**src/rtl/cmp_scheduler.sv**
```systemverilog
// cmp_scheduler: one unsigned less-than / greater-than compare datapath shared by two
// requesters through round-robin arbitration and a req/ack handshake.
//
// Ports:
//   clk, reset_n          clock (rising edge), asynchronous active-low reset
//   i_req0/i_req1         requests, held by the requester until its ack
//   i_op0/i_op1           0 = a<b, 1 = a>b
//   i_a0/i_b0, i_a1/i_b1  operands, sampled on the grant edge
//   o_ack0/o_ack1         one-cycle pulse while o_result holds the owner's result
//   o_result              compare result (0/1) zero-extended to WIDTH
//   o_busy                high in EXEC and DONE
//   o_owner               requester currently/last served
//
// Flow: IDLE (grant, latch operands) -> EXEC (compare, register result) -> DONE (ack) -> IDLE.
module cmp_scheduler #(
  parameter int unsigned WIDTH = 32
) (
  input  logic             clk,
  input  logic             reset_n,
  input  logic             i_req0,
  input  logic             i_op0,
  input  logic [WIDTH-1:0] i_a0,
  input  logic [WIDTH-1:0] i_b0,
  input  logic             i_req1,
  input  logic             i_op1,
  input  logic [WIDTH-1:0] i_a1,
  input  logic [WIDTH-1:0] i_b1,
  output logic             o_ack0,
  output logic             o_ack1,
  output logic [WIDTH-1:0] o_result,
  output logic             o_busy,
  output logic             o_owner
);

  typedef enum logic [1:0] {StIdle, StExec, StDone} state_e;

  state_e           state_q;
  logic             ptr_q;   // requester favoured when both request
  logic             op_q;
  logic [WIDTH-1:0] a_q;
  logic [WIDTH-1:0] b_q;
  logic             res_q;

  logic             any_req;
  logic             winner;
  logic             win_op;
  logic [WIDTH-1:0] win_a;
  logic [WIDTH-1:0] win_b;
  logic [WIDTH:0]   a_ext;
  logic [WIDTH:0]   b_ext;
  logic             cmp_res;

  // Arbitration: a lone requester wins outright; on contention the pointer decides.
  always_comb begin
    any_req = i_req0 | i_req1;
    winner  = (i_req0 & i_req1) ? ptr_q : i_req1;
    win_op  = winner ? i_op1 : i_op0;
    win_a   = winner ? i_a1 : i_a0;
    win_b   = winner ? i_b1 : i_b0;
  end

  // Extra zero MSB keeps the compare strictly unsigned regardless of operand top bit.
  always_comb begin
    a_ext   = {1'b0, a_q};
    b_ext   = {1'b0, b_q};
    cmp_res = op_q ? (a_ext > b_ext) : (a_ext < b_ext);
  end

  assign o_result = {{(WIDTH-1){1'b0}}, res_q};

  always_ff @(posedge clk or negedge reset_n) begin
    if (!reset_n) begin
      state_q <= StIdle;
      ptr_q   <= 1'b0;
      op_q    <= 1'b0;
      a_q     <= '0;
      b_q     <= '0;
      res_q   <= 1'b0;
      o_ack0  <= 1'b0;
      o_ack1  <= 1'b0;
      o_busy  <= 1'b0;
      o_owner <= 1'b0;
    end else begin
      o_ack0 <= 1'b0;
      o_ack1 <= 1'b0;
      unique case (state_q)
        StIdle: begin
          if (any_req) begin
            op_q    <= win_op;
            a_q     <= win_a;
            b_q     <= win_b;
            o_owner <= winner;
            ptr_q   <= ~winner;
            o_busy  <= 1'b1;
            state_q <= StExec;
          end
        end
        StExec: begin
          res_q   <= cmp_res;
          o_ack0  <= ~o_owner;
          o_ack1  <= o_owner;
          state_q <= StDone;
        end
        StDone: begin
          o_busy  <= 1'b0;
          state_q <= StIdle;
        end
        default: begin
          o_busy  <= 1'b0;
          state_q <= StIdle;
        end
      endcase
    end
  end

endmodule
```
**config.mk**
```make
export PLATFORM = sky130hd
export DESIGN_NAME = cmp_scheduler
export DESIGN_NICKNAME = d
export VERILOG_FILES = /design/src/rtl/cmp_scheduler.sv
export SDC_FILE = /design/constraint.sdc
export NUM_CORES = 1
export LEC_CHECK = 0
export CORE_MARGIN = 5
export CORE_UTILIZATION = 40
export CTS_BUF_LIST = sky130_fd_sc_hd__clkbuf_4 sky130_fd_sc_hd__clkbuf_8
export CTS_CLUSTER_SIZE = 25
export DETAILED_ROUTE_END_ITERATION = 10
export GPL_TIMING_DRIVEN = 0
export MAX_ROUTING_LAYER = met4
export PLACE_DENSITY = 0.79
export SLEW_MARGIN = 15
export SYNTH_ARGS = -nofsm -noshare
export SYNTH_HDL_FRONTEND = slang
export SYNTH_SLANG_ARGS = --single-unit
```
**constraint.sdc**
```tcl
create_clock -name clk -period 1.8 [get_ports clk]
set_input_delay 0.18 -clock clk [delete_from_list [all_inputs] [get_ports clk]]
set_output_delay 0.18 -clock clk [all_outputs]
set_load 0.05 [all_outputs]
```
==> impl_metrics.env, run 1 <==
export IMPL_postRouteAntennaNets=0
export IMPL_gr_total_overflow=0
export IMPL_gp_congestion=0.8316
export IMPL_min_period_ps=2067
export IMPL_synth_avg_cell_area_sq_um=10.12
export IMPL_finalCritPeriodShare_pct=114.9
export IMPL_final_common_cell="clkdlybuf4s50_1"
export IMPL_worst_ep_arrival_time_ps=2300
export IMPL_die_x_microns=109.7
export IMPL_violations="setup timing"
export IMPL_slew_headroom_pct=63.46
export IMPL_ys_async_sr_fraction_pct=100.0
export IMPL_vias_per_cell=5.118
export IMPL_synth_edff_count=0
export IMPL_startpoint_type="flip-flop"
export IMPL_fin_worst_skew_ps=12.64
export IMPL_ys_ff_latch=73
export IMPL_io_pins=170
export IMPL_syn_area_sq_mm=0.003979
export IMPL_grt_pass1_wl_microns=18200
export IMPL_initial_core_util_pct=40.90
export IMPL_die_h_microns=109.7
export IMPL_synthTopCellsByArea="dfrtp_1, a222oi_1, ha_1, inv_1, buf_4"
export IMPL_root_buffer="clkbuf_8"
export IMPL_yosysTopAreaCell="dfrtp_1"
export IMPL_critical_path_max_fanout=2
export IMPL_worstMarginPinSlew_ps=548.2
export IMPL_dp_slack_ps=-381.5
export IMPL_p_leak_nw=3.097
export IMPL_final_util_pct=62.28
export IMPL_layout_drive_gt1_share_pct=13.43
export IMPL_ir_worst_vdd_uv=624.2
export IMPL_antenna_cells=0
export IMPL_status="complete, but fails checks"
export IMPL_floorplan_die_area_sq_mm=0.01204
export IMPL_critPathCaptureType="flip-flop"
export IMPL_core_area_sq_mm=0.009729
export IMPL_grt_max_degree=39
export IMPL_track_usage_pct=20.17
export IMPL_numCtsBuffers=9
export IMPL_hold_violations=0
export IMPL_rsz0062_at_grt="yes"
export IMPL_cts_buffer_depth=2
export IMPL_critPathRequiredTime_ps=2030
export IMPL_first_pass_iters=9
export IMPL_port_buffers=138
export IMPL_setup_violations=1
export IMPL_hold_class="input pin to asynchronous set/reset pin"
export IMPL_area_growth_pct=52.30
export IMPL_drt_wl_total_microns=12060
export IMPL_cts_sinks=73
export IMPL_clock_latency_ps=340
export IMPL_powerDensity_mw_per_mm2=1572
export IMPL_synth_warnings=0
export IMPL_path_class="flip-flop to flip-flop"
export IMPL_wire_per_inst_microns=16.89
export IMPL_ys_types=33
export IMPL_drc=0
export IMPL_drtIter0Drc=434
export IMPL_slew_violations=0
export IMPL_seq_area_frac_synth_pct=45.91
export IMPL_antenna_found_initial=0
export IMPL_num_vias=3654
export IMPL_clkTransAtPathRegs_ps=80
export IMPL_post_dp_hpwl_microns=9557
export IMPL_rows=36
export IMPL_synth_flop_cell="dfrtp_1"
export IMPL_yosysTopAreaCellShare_pct=45.91
export IMPL_nNetsFinal=743
export IMPL_fmax_ghz=0.4837
export IMPL_htree_levels=3
export IMPL_drv_cap=0
export IMPL_grt_pass1_vias=3722
export IMPL_mostFrequentLayoutCells="clkdlybuf4s50_1, inv_1, dfrtp_1"
export IMPL_synth_cells=393
export IMPL_worst_slack_ps=-267.5
export IMPL_cts_tree="yes"
==> synth_stat cells, drive strengths merged, types with 2 or more instances <==
cell / count
and3: 2
inv: 100
nor2: 7
ha: 32
a21o: 3
clkbuf: 12
nand2: 12
nand3: 5
a222oi: 65
nand4: 5
buf: 41
nor4: 2
o21ai: 6
nand2b: 3
dfrtp: 73
a21oi: 14
==> critical path: stages (launching register included) <==
cell and delay [ps]:
dfrtp_1 440, ha_4 260, nand4_1 170, buf_4 150, nor2_1 30, a221o_1 320, o311a_1 360, mux2i_1 150
nand2_1 60
==> routing by layer <==
layer	share of wire [%]	GRT usage [%]	up-vias
met2	51	33.52	182
li1	-	-	1727
met3	9.1	3.582	14
met4	1.3	6.322	0
met1	39	25.07	1731
met5	0	-	-
==> where the power goes <==
| group | switching [mW] | internal [mW] | total, mW | leakage (nW) |
|---|---|---|---|---|
| registers | 0.567 | 2.47 | 3.04 | 0.891 |
| clock network | 0.602 | 1.07 | 1.67 | 0.130 |
| logic | 2.71 | 2.10 | 4.81 | 2.08 |
| total | 3.88 | 5.65 | 9.53 | 3.10 |
==> layout make-up <==
cell class | count | area [sq um]
multi-input combinational | 197 | 1654
timing repair buffer | 143 | 1430
tap | 133 | 166.4
inverter | 100 | 375.4
fill | 843 | 3670
clock inverter | 5 | 128.9
clock buffer | 10 | 131.4
buffer | 53 | 346.6
sequential | 73 | 1827
==> final timing paths <==
check                         start       to  slack, ps  depth (start not counted)
min reg2reg                   ptr_q    ptr_q        480                          1
max                         a_q[11]    res_q       -270                          8
min in group clk           i_b1[27]  b_q[27]        440                          3
min                         reset_n  a_q[23]        340                          2
max reg2reg                 a_q[11]    res_q       -270                          8
max in group asynchronous   reset_n   a_q[4]        900                          3
==> sequential cells by signal (all words and copies together), names as in the netlist <==
signal   count
op_q         1
a_q         32
state_q      2
o_busy       1
o_ack1       1
b_q         32
o_ack0       1
ptr_q        1
o_owner      1
res_q        1
==> stage by stage <==
stage	hold slack (ps)	total power, mW	cell area (sq um)	setup TNS (ps)	std cells
after floorplan	-115.6	6.080	4110	0	423
after global placement	453.5	7.323	5658	-145210	694
after detailed placement	169.7	7.570	5675	-13150	695
after CTS	345.3	9.386	5991	-267.6	713
after global routing	380.3	10.31	6060	-433.3	714
final	335.1	9.527	6060	-267.5	714
==> cell families after synthesis <==
family          Yosys count  share of synthesized area [%]
compound gates           94                          20.91
fa+ha+maj                32                          10.06
buf+inv                 153                          17.64
flops                    73                          45.91
mux                       1                         0.2516
other cells               1                        0.09425
simple gates             39                          5.126
==> repair_timing <==
| action | in CTS | in global routing |
|---|---|---|
| setup buffers | 2 | 1 |
| hold endpoints to repair | 35 | 0 |
| hold buffers | 1 | 0 |
| resized for setup | 8 | 23 |
| setup endpoints to repair | 33 | 60 |
| pin swaps | 3 | 10 |
Power figures use the tool's default switching activity.
==> run 2: changes to the inputs <==
--- a/config.mk
+++ b/config.mk
@@ -5,14 +5,14 @@
 export SDC_FILE = /design/constraint.sdc
 export NUM_CORES = 1
 export LEC_CHECK = 0
+export ABC_AREA = 1
 export CORE_MARGIN = 5
-export CORE_UTILIZATION = 40
+export CORE_UTILIZATION = 32
 export CTS_BUF_LIST = sky130_fd_sc_hd__clkbuf_4 sky130_fd_sc_hd__clkbuf_8
 export CTS_CLUSTER_SIZE = 25
 export DETAILED_ROUTE_END_ITERATION = 10
 export GPL_TIMING_DRIVEN = 0
 export MAX_ROUTING_LAYER = met4
-export PLACE_DENSITY = 0.79
 export SLEW_MARGIN = 15
 export SYNTH_ARGS = -nofsm -noshare
 export SYNTH_HDL_FRONTEND = slang
==> constraint.sdc (replaced) <==
create_clock -name clk -period 1.8 [get_ports clk]
set_input_delay 0.18 -clock clk [delete_from_list [all_inputs] [get_ports clk]]
set_output_delay 0.18 -clock clk [all_outputs]
set_load 0.02 [all_outputs]
==> impl_metrics.env, run 2 <==
export IMPL_status="finished clean"
export IMPL_layout_drive_gt1_share_pct=15.87
export IMPL_intPower_mw=5.322
export IMPL_area_growth_pct=42.65
export IMPL_powerDensity_mw_per_mm2=1427
export IMPL_initial_core_util_pct=32.91
export IMPL_power_mw=9.369
export IMPL_rr_worst_depth=9
export IMPL_vias_per_cell=4.578
export IMPL_num_vias=4084
export IMPL_synth_most_common_cell="inv_1"
export IMPL_slew_violations=0
export IMPL_nNetsFinal=873
export IMPL_yosysTopAreaCellShare_pct=39.68
export IMPL_antenna_cells=0
export IMPL_pwr_share_comb_pct=55.6
export IMPL_syn_area_sq_mm=0.004603
export IMPL_htree_levels=3
export IMPL_ir_worst_vdd_uv=601.1
export IMPL_layout_cells_non_filler=892
export IMPL_synth_avg_cell_area_sq_um=8.751
export IMPL_numCtsBuffers=9
export IMPL_ys_types=27
export IMPL_drv_cap=0
export IMPL_p_sw_share_pct=43.20
export IMPL_drt_wl_total_microns=13860
export IMPL_track_usage_pct=17.42
export IMPL_yosysTopAreaCell="dfrtp_1"
export IMPL_fillers=1382
export IMPL_regArea_sq_mm=0.001827
export IMPL_hold_class="input pin to asynchronous set/reset pin"
export IMPL_core_area_sq_mm=0.01399
export IMPL_final_common_cell="clkdlybuf4s50_1"
export IMPL_p_switching_mw=4.048
export IMPL_antenna_found_initial=0
export IMPL_fmax_ghz=0.5843
export IMPL_synth_cells=526
export IMPL_clkTransAtPathRegs_ps=80
export IMPL_rows=43
export IMPL_io_pins=170
export IMPL_synthTopCellsByArea="dfrtp_1, inv_1, ha_1, o211ai_2, nand3_1"
export IMPL_port_buffers=138
export IMPL_final_util_pct=46.94
export IMPL_post_dp_hpwl_microns=11060
export IMPL_ys_ff_latch=73
export IMPL_grt_max_degree=40
export IMPL_multi_input_area_sq_mm=0.002100
export IMPL_critPathCaptureType="flip-flop"
export IMPL_die_h_microns=129.9
export IMPL_grt_pass1_vias=4457
export IMPL_worst_ep_arrival_time_ps=1960
export IMPL_postCtsSetupBuffers=0
export IMPL_wire_per_inst_microns=15.53
export IMPL_hold_violations=0
export IMPL_seq_area_frac_synth_pct=39.68
export IMPL_startpoint_type="flip-flop"
export IMPL_top_regs="a_q x32, b_q x32, state_q x2"
export IMPL_ys_async_sr_fraction_pct=100.0
export IMPL_drc=0
export IMPL_seq_power_share_pct=30.3
export IMPL_synth_flop_cell="dfrtp_1"
export IMPL_fin_worst_skew_ps=5.961
export IMPL_path_class="flip-flop to flip-flop"
export IMPL_min_period_ps=1711
export IMPL_setup_violations=0
export IMPL_dp_cells=875
export IMPL_die_x_microns=129.9
export IMPL_mostFrequentLayoutCells="clkdlybuf4s50_1, inv_1, nand2_1"
export IMPL_drtIter0Drc=163
export IMPL_clock_latency_ps=340
export IMPL_grt_pass1_wl_microns=21950
export IMPL_power_frac_clock_pct=14.1
export IMPL_p_leak_nw=3.265
export IMPL_first_pass_iters=4
export IMPL_synth_warnings=0
export IMPL_slew_headroom_pct=57.87
export IMPL_worstMarginPinSlew_ps=631.9
export IMPL_cts_buffer_depth=2
export IMPL_critical_path_max_fanout=2
export IMPL_root_buffer="clkbuf_8"
export IMPL_rsz0062_at_grt="yes"
export IMPL_holdWs_ps=375.0
export IMPL_synthTopCellsByCount="inv_1, nand2_1, dfrtp_1, nand3_1, buf_4"
export IMPL_critPathRequiredTime_ps=2040
export IMPL_finalCritPeriodShare_pct=95.08
export IMPL_gp_congestion=0.8464
export IMPL_cts_sinks=73
export IMPL_synth_edff_count=0
export IMPL_floorplan_die_area_sq_mm=0.01688
export IMPL_gr_total_overflow=0
export IMPL_cts_tree="yes"
export IMPL_postRouteAntennaNets=0
-- run 2: cell count changes in the layout (fill, tap and decap cells not counted), moves of 5 or more --
cell	change
inv_1	+9
clkbuf_2	+7
o211ai_2	+29
o221ai_1	+22
nor2_1	+5
a222oi_1	-65
buf_2	-6
nand2_1	+64
nand3_1	+63
o221ai_2	+10
-- run 2: final timing paths --
check	endpoint	slack [ps]	start
min in group clk	a_q[2]	410	i_a0[2]
min	b_q[15]	370	reset_n
max reg2reg	res_q	90	b_q[23]
max	res_q	90	b_q[23]
min reg2reg	o_ack0	460	o_owner
max in group asynchronous	a_q[31]	850	reset_n
-- run 2: per-stage QoR --
step | setup TNS (ps) | instance area, sq um | setup slack (ps)
after detailed placement | -9496 | 6340 | -301.4
after floorplan | 0 | 4716 | 390.1
after global placement | -163030 | 6322 | -2134
after CTS | 0 | 6554 | 36.83
after global routing | -65.36 | 6566 | -65.36
final | 0 | 6566 | 88.58
-- run 2: cell type report --
type	count	area share, %
clock buffers	11	2.210
repair buffers	140	21.46
multi-input cells	313	31.97
plain buffers	59	5.926
well taps	180	3.430
inverters	111	6.345
flip-flops and latches	73	27.82
clock inverters	5	0.8384
-- run 2: cells by family after synthesis --
kind of cell / Yosys count / synth area share (%)
other: 1 / 0.08147
adder cells (fa/ha/maj): 32 / 8.698
buffers and inverters: 170 / 17.26
AO/OA/AOI/OAI: 89 / 18.97
AND/OR/NAND/NOR: 161 / 15.30
flip-flops: 73 / 39.68
-- run 2: power groups by stage --
stage               logic (mW)  registers [mW]  clock network, mW
floorplan                 3.64            2.81                  0
global route              5.95            2.94               1.44
detailed placement        5.25            2.88                  0
global placement          5.09            2.85                  0
CTS                       5.28            2.85               1.37
finish                    5.21            2.83               1.32
-- run 2: worst max-delay path: stages, from the launching register on --
cell and delay (ps):
dfrtp_1 370, inv_1 90, ha_1 250, a21oi_1 170, o21a_1 140, nand2_1 60, a21oi_1 270, nand3_1 120
nand3_1 100, nand2_1 50
-- run 2: metal layers --
| layer | vias to the layer above | track usage [%] | wire length (microns) |
|---|---|---|---|
| met4 | 0 | 6.051 | 296 |
| met3 | 21 | 2.824 | 809 |
| met5 | - | - | 0 |
| li1 | 2043 | - | - |
| met2 | 114 | 28.87 | 6777 |
| met1 | 1906 | 21.63 | 5973 |
-- run 2: timing repair --
item                       in CTS  in global routing
setup endpoints to repair      40                 27
hold endpoints to repair       38                  0
gates cloned                    0                  0
gates resized for setup         3                 13
hold buffers                    1                  0
==> run 3: changes to the inputs <==
--- a/config.mk
+++ b/config.mk
@@ -7,12 +7,13 @@
 export LEC_CHECK = 0
 export ABC_AREA = 1
 export CORE_MARGIN = 5
-export CORE_UTILIZATION = 32
+export CORE_UTILIZATION = 42
 export CTS_BUF_LIST = sky130_fd_sc_hd__clkbuf_4 sky130_fd_sc_hd__clkbuf_8
 export CTS_CLUSTER_SIZE = 25
 export DETAILED_ROUTE_END_ITERATION = 10
 export GPL_TIMING_DRIVEN = 0
 export MAX_ROUTING_LAYER = met4
+export PLACE_DENSITY = 0.79
 export SLEW_MARGIN = 15
 export SYNTH_ARGS = -nofsm -noshare
 export SYNTH_HDL_FRONTEND = slang
==> impl_metrics.env, run 3 (synthesis results as in run 2) <==
export IMPL_grt_max_degree=38
export IMPL_layout_cells_non_filler=849
export IMPL_critPathCaptureType="flip-flop"
export IMPL_cts_tree="yes"
export IMPL_floorplan_die_area_sq_mm=0.01315
export IMPL_rsz0062_at_grt="no"
export IMPL_num_vias=4146
export IMPL_design_area_sq_mm=0.006490
export IMPL_root_buffer="clkbuf_8"
export IMPL_gp_congestion=0.8386
export IMPL_critical_path_max_fanout=10
export IMPL_rows=38
export IMPL_clkTransAtPathRegs_ps=80
export IMPL_wl_met1_microns=5409
export IMPL_fin_worst_skew_ps=6.712
export IMPL_post_dp_hpwl_microns=10640
export IMPL_power_mw=9.287
export IMPL_antenna_cells=0
export IMPL_p_leak_nw=3.243
export IMPL_hold_class="input pin to asynchronous set/reset pin"
export IMPL_postCtsSetupBuffers=0
export IMPL_top_layer="met4"
export IMPL_status="finished clean"
export IMPL_core_area_sq_mm=0.01079
export IMPL_area_growth_pct=40.99
export IMPL_slew_violations=0
export IMPL_nNetsFinal=873
export IMPL_final_common_cell="clkdlybuf4s50_1"
export IMPL_clock_latency_ps=350
export IMPL_worst_ep_arrival_time_ps=1950
export IMPL_layout_drive_gt1_share_pct=15.09
export IMPL_startpoint_type="flip-flop"
export IMPL_met2_length_microns=7003
export IMPL_path_class="flip-flop to flip-flop"
export IMPL_grt_pass1_vias=4416
export IMPL_min_period_ps=1691
export IMPL_hold_violations=0
export IMPL_cts_buffer_depth=2
export IMPL_dr_wl_met3_microns=978
export IMPL_grt_pass1_wl_microns=21380
export IMPL_vias_per_cell=4.883
export IMPL_io_pins=170
export IMPL_drt_wl_total_microns=13580
export IMPL_numCtsBuffers=9
export IMPL_ir_worst_vdd_uv=590.1
export IMPL_cts_sinks=73
export IMPL_drv_cap=0
export IMPL_finalSetupTns_ps=0
export IMPL_dp_cells=835
export IMPL_postRouteAntennaNets=0
export IMPL_wire_per_inst_microns=15.99
export IMPL_port_buffers=138
export IMPL_die_x_microns=114.7
export IMPL_worstMarginPinSlew_ps=601.7
export IMPL_first_pass_iters=4
export IMPL_gr_total_overflow=0
export IMPL_initial_core_util_pct=42.65
export IMPL_drtIter0Drc=190
export IMPL_finalCritPeriodShare_pct=93.93
export IMPL_htree_levels=3
export IMPL_die_h_microns=114.7
export IMPL_slew_headroom_pct=59.89
export IMPL_mostFrequentLayoutCells="clkdlybuf4s50_1, inv_1, nand2_1"
export IMPL_fmax_ghz=0.5914
export IMPL_track_usage_pct=21.57
export IMPL_critPathRequiredTime_ps=2060
export IMPL_antenna_found_initial=0
export IMPL_powerDensity_mw_per_mm2=1431
export IMPL_top_regs="a_q x32, b_q x32, state_q x2"
export IMPL_drc=0
export IMPL_setup_violations=0
export IMPL_placed_area_sq_mm=0.006290
[run 3: cell types whose count changed in the layout (fill, tap and decap cells not counted), sizes merged]
cell,previous run,this run
clkinvlp,2,0
bufinv,1,0
clkbuf,29,31
clkinv,2,0
[run 3: worst paths after layout]
path	from	endpoint	slack, ps	depth (start not counted)
worst max-delay path	state_q[0]	b_q[29]	110	5
worst min-delay path	reset_n	a_q[10]	330	2
worst max register to register	state_q[0]	b_q[29]	110	5
worst min register to register	o_owner	o_ack0	460	1
max in group asynchronous	reset_n	b_q[28]	890	3
min in group clk	i_a0[1]	a_q[1]	400	3
[run 3: layer usage]
metal | global-route usage, % | vias up
met5 | - | -
met4 | 7.746 | 0
met3 | 4.704 | 19
met2 | 37.18 | 122
met1 | 24.69 | 1966
li1 | - | 2039
[run 3: cell type report]
type	instances	area, sq um
Multi-Input combinational cell	313	2107
Timing Repair Buffer	140	1409
Buffer	59	382.9
Inverter	111	416.7
Sequential cell	73	1827
Clock buffer	13	172.7
Fill cell	955	4303
Tap cell	140	175.2
[run 3: critical path: stages (launching register included)]
cell	delay, ps
dfrtp_1	410
nor2_4	160
clkbuf_2	300
buf_1	450
nand3_1	160
o221ai_1	120
[run 3: where the power goes]
| group | internal [mW] | switching (mW) |
|---|---|---|
| registers | 2.47 | 0.386 |
| clock network | 0.607 | 0.583 |
| logic | 2.17 | 3.07 |
| total | 5.25 | 4.04 |
[run 3: repair_timing]
item                                   CTS  global route
endpoints found under the hold margin   36             0
setup endpoints to repair               29            16
hold buffers                             1             0
resized for setup                        2             7
[run 3: stage by stage]
step	util [%]	worst slack (ps)	hold WS [ps]
2_1_floorplan	-	390.1	-115.6
3_3_place_gp	58.12	-1969	443.8
3_5_place_dp	58.28	-209.1	183.7
4_1_cts	59.99	6.397	354.6
5_1_grt	60.13	0.6395	406.2
6_report	60.13	109.2	334.0
